<file path="src/rtl/fpu_cmd_sequencer.sv">
// fpu_cmd_sequencer: CPU-bus register file and launch/complete sequencer
// for the FPU arithmetic core, with a saturating completion timeout.
module fpu_cmd_sequencer #(
    parameter int unsigned TIMEOUT_CYCLES = 1023
) (
    input  logic        clk,
    input  logic        arst,
    input  logic        cpu_wr,
    input  logic [3:0]  cpu_addr,
    input  logic [7:0]  cpu_wdata,
    output logic [7:0]  cpu_rdata,
    input  logic        start,
    output logic        busy,
    output logic        done,
    output logic        err,
    output logic        core_start,
    output logic [3:0]  core_op,
    output logic [31:0] core_a,
    output logic [31:0] core_b,
    input  logic [31:0] core_result,
    input  logic        core_done
);

    localparam int unsigned TW_RAW = (TIMEOUT_CYCLES == 0) ? 1 : $clog2(TIMEOUT_CYCLES + 1);
    localparam int unsigned TW     = (TW_RAW < 1) ? 1 : TW_RAW;
    localparam logic [TW-1:0] TMO_LAST = TW'((TIMEOUT_CYCLES == 0) ? 0 : TIMEOUT_CYCLES - 1);

    typedef enum logic [1:0] {
        main_idle_st,
        main_wait_st,
        main_finish_st,
        main_wait_start_low_st
    } e_main_st;

    typedef enum logic [3:0] {
        FPU_OP_ADD   = 4'h0, FPU_OP_SUB   = 4'h1, FPU_OP_MUL   = 4'h2,
        FPU_OP_DIV   = 4'h3, FPU_OP_SQRT  = 4'h4, FPU_OP_CMP   = 4'h5,
        FPU_OP_MIN   = 4'h6, FPU_OP_MAX   = 4'h7, FPU_OP_ABS   = 4'h8,
        FPU_OP_NEG   = 4'h9, FPU_OP_I2F   = 4'hA, FPU_OP_F2I   = 4'hB,
        FPU_OP_RND   = 4'hC, FPU_OP_CPY   = 4'hD, FPU_OP_SGN   = 4'hE,
        FPU_OP_INVAL = 4'hF
    } e_fpu_op;

    e_main_st      r_state;
    e_main_st      w_next;
    e_fpu_op       r_op;
    logic [31:0]   r_a;
    logic [31:0]   r_b;
    logic [31:0]   r_result;
    logic [TW-1:0] r_timer;
    logic          r_done;
    logic          r_err;
    logic          r_core_start;
    logic          w_wr_en;
    logic          w_op_invalid;
    logic          w_timeout;

    assign w_wr_en      = cpu_wr && (r_state == main_idle_st) && (cpu_addr <= 4'h8);
    assign w_op_invalid = (r_op == FPU_OP_INVAL);
    assign w_timeout    = (TIMEOUT_CYCLES != 0) && (r_timer == TMO_LAST);

    assign busy       = (r_state != main_idle_st);
    assign done       = r_done;
    assign err        = r_err;
    assign core_start = r_core_start;
    assign core_op    = r_op;
    assign core_a     = r_a;
    assign core_b     = r_b;

    // State register
    always_ff @(posedge clk or negedge arst) begin
        if (!arst) r_state <= main_idle_st;
        else       r_state <= w_next;
    end

    // Next-state decode
    always_comb begin
        w_next = r_state;
        case (r_state)
            main_idle_st:           if (start) w_next = w_op_invalid ? main_finish_st : main_wait_st;
            main_wait_st:           if (core_done || w_timeout) w_next = main_finish_st;
            main_finish_st:         w_next = main_wait_start_low_st;
            main_wait_start_low_st: if (!start) w_next = main_idle_st;
            default:                w_next = main_idle_st;
        endcase
    end

    // Register file, launch pulse, timer and sticky status flags
    always_ff @(posedge clk or negedge arst) begin
        if (!arst) begin
            r_a          <= '0;
            r_b          <= '0;
            r_op         <= FPU_OP_ADD;
            r_result     <= '0;
            r_timer      <= '0;
            r_done       <= 1'b0;
            r_err        <= 1'b0;
            r_core_start <= 1'b0;
        end else begin
            r_core_start <= 1'b0;
            if (w_wr_en) begin
                case (cpu_addr)
                    4'h0, 4'h1, 4'h2, 4'h3: r_a[{cpu_addr[1:0], 3'b000} +: 8] <= cpu_wdata;
                    4'h4, 4'h5, 4'h6, 4'h7: r_b[{cpu_addr[1:0], 3'b000} +: 8] <= cpu_wdata;
                    default:                r_op <= e_fpu_op'(cpu_wdata[3:0]);
                endcase
            end
            case (r_state)
                main_idle_st: begin
                    if (start) begin
                        r_done <= 1'b0;
                        if (w_op_invalid) begin
                            r_err <= 1'b1;
                        end else begin
                            r_err        <= 1'b0;
                            r_core_start <= 1'b1;
                            r_timer      <= '0;
                        end
                    end
                end
                main_wait_st: begin
                    // core_done takes priority over a coincident timeout
                    if (core_done) begin
                        r_result <= core_result;
                        r_done   <= 1'b1;
                    end else if (w_timeout) begin
                        r_result <= '1;
                        r_err    <= 1'b1;
                        r_done   <= 1'b1;
                    end else if (r_timer != '1) begin
                        r_timer <= r_timer + 1'b1;
                    end
                end
                main_finish_st: begin
                    if (w_op_invalid) r_done <= 1'b1;
                end
                default: ;
            endcase
        end
    end

    // Combinational CPU read mux
    always_comb begin
        cpu_rdata = '0;
        case (cpu_addr)
            4'h0, 4'h1, 4'h2, 4'h3: cpu_rdata = r_a[{cpu_addr[1:0], 3'b000} +: 8];
            4'h4, 4'h5, 4'h6, 4'h7: cpu_rdata = r_b[{cpu_addr[1:0], 3'b000} +: 8];
            4'h8:                   cpu_rdata = {4'b0000, r_op};
            4'h9:                   cpu_rdata = {5'b00000, r_err, r_done, busy};
            4'hC, 4'hD, 4'hE, 4'hF: cpu_rdata = r_result[{cpu_addr[1:0], 3'b000} +: 8];
            default:                cpu_rdata = '0;
        endcase
    end

endmodule

</file>
<file path="config.mk">
export PLATFORM = sky130hd
export DESIGN_NAME = fpu_cmd_sequencer
export DESIGN_NICKNAME = d
export VERILOG_FILES = /design/src/rtl/fpu_cmd_sequencer.sv
export SDC_FILE = /design/constraint.sdc
export NUM_CORES = 1
export LEC_CHECK = 0
export BUFFER_PORTS_ARGS = -buffer_cell sky130_fd_sc_hd__clkbuf_2
export CAP_MARGIN = 20
export CORE_MARGIN = 5
export CORE_UTILIZATION = 51
export CTS_BUF_LIST = sky130_fd_sc_hd__clkbuf_4 sky130_fd_sc_hd__clkbuf_8
export CTS_CLUSTER_SIZE = 28
export DETAILED_ROUTE_END_ITERATION = 16
export GPL_ROUTABILITY_DRIVEN = 0
export PLACE_DENSITY = 0.82
export SYNTH_ARGS = -nofsm -noshare
export SYNTH_HDL_FRONTEND = slang
export SYNTH_SLANG_ARGS = --single-unit
export TNS_END_PERCENT = 1
</file>
<file path="constraint.sdc">
create_clock -name clk -period 2.1 [get_ports clk]
set_clock_uncertainty 0.05 [all_clocks]
set_input_delay 0.525 -clock clk [delete_from_list [all_inputs] [get_ports clk]]
set_output_delay 0.525 -clock clk [all_outputs]
set_load 0.02 [all_outputs]
</file>
## After elaboration in Yosys (flattened, before gate mapping)

Cells that the tools add are included.

- $add $sub $neg: 2
- $mul: 0
- Div/mod/pow operators: 0
- $lt $le $gt $ge: 1
- Eq/ne operators: 29
- Shift operators: 5
- Multiplexer cells: 28
- Bitwise gates (word level): 1
- Reduce and logical (&&, ||, !) cells: 21

Operators by type and width:

| operator | number |
|---|---|
| $shiftx 32x6->8 | 3 |
| $bwmux 32 | 2 |
| $mux 32 | 2 |
| $mux 10 | 5 |
| $pmux 8 s5 | 1 |
| $shift 8x7->32 const A | 1 |
| $shiftx 8x7->32 | 1 |
| $eq 4x4->1 const B | 7 |
| $pmux 10 s2 | 1 |
| $ne 2x2->1 const B | 9 |
| $eq 4x3->1 const B | 4 |
| $reduce_or 4->1 | 3 |
| $add 10x1->10 const B | 1 |
| $eq 10x10->1 const B | 1 |
| $mux 1 | 10 |
| $ne 10x10->1 const B | 1 |
| $eq 4x2->1 const B | 2 |
| $mux 2 | 4 |
| $pmux 2 s4 | 1 |
| $reduce_and 2->1 | 4 |
| $reduce_and 4->1 | 2 |
| $reduce_or 8->1 | 1 |
| $neg 5->7 | 1 |
| $reduce_and 6->1 | 1 |
| 15 further kinds | 19 |

- Register bits after elaboration: 115
- Latch bits: 0
- RAM bits: 0
- Bits in read-only memories: 0
- Input bits: 49
- Output and inout bits: 80
- Memories kept: 0

## Depth between registers and ports, before layout

- Word-level depth: 5
- Mapped depth: 8
- Mapped depth without buffers: 6

## Least setup slack after synthesis

Ideal clock, no wire load.

- Path type: input to output
- From: input cpu_addr[0]
- To: output cpu_rdata[3]
- Arrival: 1,821 ps
- Data required time: 1,525 ps
- Setup slack: -296 ps
- Cell stages on the path: 6
- Buffers on the path: 2
- Path through: clkbuf_1 > clkbuf_1 > o21ai_0 > a21oi_1 > nor3_1 > o31ai_1

- Cells in the longest elaborated chain, start to end: 3
- Elaborated cells on any way between the ends: 21
- Classes of those cells: 13 x eq/ne; 3 x shift; 1 x mux; 4 x reduce/logical

RTL lines:

| item | line | text |
|---|---|---|
| start, declared | 9 | `input logic [3:0] cpu_addr,` |
| branches (longest 2 deep; another with $shiftx 32x6->8) | -- |  |
| $pmux 8 s5 (*) | 145 | `case (cpu_addr)` |
| end, declared | 11 | `output logic [7:0] cpu_rdata,` |

Every way passes the cells marked *.

## Worst setup path after layout

- From: register r_a[0] (netlist: core_a[0])
- To: output cpu_rdata[0]

- Cells in the longest elaborated chain, start to end: 2

RTL lines:

| item | line | text |
|---|---|---|
| start, declared | 47 | `logic [31:0] r_a;` |
| start signal, assigned by index | 103 | `4'h0, 4'h1, 4'h2, 4'h3: r_a[{cpu_addr[1:0], 3'b000} +: 8] <= cpu_wdata;` |
| $shiftx 32x6->8 | 146 | `4'h0, 4'h1, 4'h2, 4'h3: cpu_rdata = r_a[{cpu_addr[1:0], 3'b000} +: 8];` |
| $pmux 8 s5 | 145 |  |

Every way passes these cells.

==> key figures <==
Die
  • Die Height: 115.5 microns
  • Core Footprint: 0.01089 sq mm
  • Cell Rows: 38
  • Full die area: 0.01333 sq mm
  • I/O pin count: 129
  • Initial Util: 52.09%
  • Die X: 115.5 microns

Place
  • Post-DP HPWL: 12980 microns
  • IO buf count: 128
  • Setup WS pre-CTS: -437.7 ps

Timing
  • Slew @ Worst Pin: 475.9 ps
  • Max Clk Rate: 418.5 MHz
  • Unrepaired setup endpoints after global routing: yes
  • Crit path time final: 2390 ps
  • Fin crit share: 113.8%
  • Slew HR: 68.11%
  • Final hold viol count: 0
  • Setup ws final: -289.6 ps
  • Finish-stage setup viols: 8
  • Fin. max-slew vios: 0
  • Post-Route Setup TNS: -1998 ps

Clock tree
  • Skew-Pair Late Insertion Delay: 440 ps
  • Root buf cell: clkbuf_8
  • H-tree Lvls: 4
  • Num Clock Sinks: 115
  • Clock-pin slew on the worst setup and hold paths: 70 ps
  • Total CTS buffers: 17
  • CTS tree: done
  • CTS Buffer Depth: 2

Global routing
  • Initial antenna violation count: 0
  • Vias in the first global route: 5318
  • Global-route wire length before repair: 28100 microns
  • Grt ovf: 0
  • Largest net degree at the start of global routing: 39
  • All-Layer GR Usage: 27.91%

Power and ir drop
  • Worst vdd ir: 848.1 uV
  • Leakage power: 3.654 nW
  • PwrDens: 1031 mW/mm^2

Setup path
  • Worst setup EP type: output pin
  • Cells along the critical path: mux2_2 -> o22ai_1 -> a31oi_1 -> a211o_1 -> clkbuf_8
  • Flop-to-flop setup slack: 80 ps
  • Worst EP arrival: 1810 ps
  • CP Launch Type: register
  • Slowest cell on crit path: dfrtp_1
  • CP Max Fanout: 2
  • CP Class: reg -> out
  • Critical Path Max Stage Delay: 400 ps
  • Crit path required time: 1520 ps

Flow run
  • Max_cap viols: 0

Synth
  • Number of flops mapped to enable cells by yosys: 0
  • Post-Syn Nets: 633
  • Post-synth top area share: 50.74%
  • Share of flip-flops with an asynchronous set or reset: 100.0%
  • Post-synthesis sequential area ratio: 50.74%
  • Post-synth top area cell: dfrtp_1
  • Synth Cell Area: 0.005672 sq mm
  • Main synth FF type: dfrtp_1
  • Yosys warnings: 0
  • Synthesized instance count: 571
  • Synthesized flop and latch total: 115
  • Yosys cell types: 51
  • Synth area leaders: dfrtp_1 (51%), nand2_1 (7.7%), o21ai_0 (7.4%)
  • Mean post-synth cell area: 9.933 sq um

Route
  • DR vias: 5572
  • DRC viols: 0
  • Antenna viol nets, final: 0
  • Initial drt markers: 603
  • Total iterations of the first detailed-routing run: 6
  • DR vias/cell: 6.103
  • Routed Wire Length: 18960 microns
  • WL/cell: 20.77 microns

Layout
  • Share of layout cells above drive strength 1: 37.39%
  • Area growth, synth to finish: 36.29%
  • Number of antenna diodes: 0
  • Nets: 824

Run status
  • Failing checks: setup timing
  • Outcome: finished, violations left

Min path
  • Hold Crit Class: in -> reg
[metrics by stage]
stage | cells | total power [mW] | hold slack, ps | cell area [sq um] | util (%)
after floorplan | 571 | 4.587 | 179.4 | 5746 | -
after global placement | 853 | 5.437 | 421.0 | 6766 | 62.15
after detailed placement | 853 | 5.580 | 427.2 | 6766 | 62.15
after CTS | 902 | 7.757 | 245.9 | 7472 | 68.63
after global routing | 913 | 8.333 | 245.0 | 7730 | 71.00
final | 913 | 7.969 | 269.8 | 7730 | 71.00
[kinds of logic after synthesis]
| kind of cell | after synthesis | synth area share (%) |
|---|---|---|
| and+or+nand+nor | 187 | 15.05 |
| AOI/OAI and AO/OA | 169 | 18.84 |
| buffers and inverters | 41 | 3.287 |
| DFF | 115 | 50.74 |
| muxes | 46 | 9.221 |
| adders and majority gates | 13 | 2.868 |
[report_power, final]
group | leakage, nW | internal, mW | switching, mW
Combinational | 1.98 | 1.27 | 1.51
Clock | 0.187 | 1.09 | 0.887
Sequential | 1.49 | 2.74 | 0.472
[worst paths after layout]
| kind | start | endpoint | cells past startpoint |
|---|---|---|---|
| worst min-delay path | core_result[17] | r_result[17]$_DFFE_PN0P_ | 2 |
| worst min register to register | r_result[1]$_DFFE_PN0P_ | r_result[1]$_DFFE_PN0P_ | 1 |
| max in group asynchronous | arst | core_b[23]$_DFFE_PN0P_ | 3 |
| min in group asynchronous | arst | r_timer[2]$_DFFE_PN0P_ | 2 |
| worst max register to register | r_state[1]$_DFFE_PN0P_ | r_timer[8]$_DFFE_PN0P_ | 8 |
| worst max-delay path | core_a[0]$_DFFE_PN0P_ | cpu_rdata[0] | 5 |
[cells in the final DEF, fill, tap and decap left out, drive strengths merged, types with 7 or more instances in the layout]
master,count
clkbuf,144
nand2,116
dfrtp,115
o21ai,84
buf,80
o22a,33
mux2i,32
nor2,21
a21oi,15
ha,13
a211oi,12
mux2,10
nand2b,9
inv,8
nor3,7
[registers in the layout (all words and copies together) (netlist names)]
name        flops
core_op         4
err             1
done            1
core_a         32
r_result       32
r_state         2
core_start      1
core_b         32
r_timer        10
[worst max-delay path: cells and delay by family (launching register included)]
family	cells	cell delay, ps
compound gates	3	540
flops	1	400
mux	1	270
buf+inv	1	160
[Yosys cell counts (2+ instances only)]
| cell | number |
|---|---|
| nand2_1 | 116 |
| a2111oi_0 | 2 |
| a21oi_1 | 15 |
| nor3_1 | 7 |
| or4_1 | 3 |
| o22a_1 | 33 |
| a221oi_1 | 2 |
| o31ai_1 | 4 |
| nor3b_1 | 4 |
| ha_1 | 13 |
| and3_1 | 2 |
| nand2b_1 | 9 |
| buf_6 | 2 |
| clkbuf_1 | 18 |
| a211oi_1 | 12 |
| mux2_2 | 10 |
| o211ai_1 | 2 |
| mux4_2 | 4 |
| o21ai_0 | 84 |
| buf_2 | 11 |
| inv_1 | 8 |
| nand4_1 | 4 |
| mux2i_1 | 32 |
| nand3_1 | 5 |
| nor2_1 | 21 |
| and4_1 | 2 |
| dfrtp_1 | 115 |
| a21boi_1 | 2 |
| nor4_1 | 3 |
| a31oi_1 | 4 |
| o22ai_1 | 2 |
[final cells by class]
| type | instances | area, sq um |
|---|---|---|
| timing repair buffer | 205 | 1430 |
| fill | 751 | 3158 |
| tap | 140 | 175.2 |
| multi-input combinational | 415 | 2843 |
| inverter | 8 | 30.03 |
| clock inverter | 10 | 111.4 |
| sequential | 115 | 2878 |
| clock buffer | 20 | 262.8 |
[repair_timing]
item | CTS | global route
setup buffers | 20 | 10
gates cloned | 1 | 2
setup endpoints to repair | 8 | 33
endpoints found under the hold margin | 28 | 0
resized for setup | 40 | 36
pin swaps | 20 | 10
hold buffers | 1 | 0
[per-layer routing]
metal	share of wire [%]	track usage, %	vias to the layer above
met3	10	7.258	81
met5	0	0	-
li1	-	-	2441
met1	38	36.73	2670
met2	47	43.13	380
met4	4.9	13.85	0
Power figures use the tool's default switching activity.
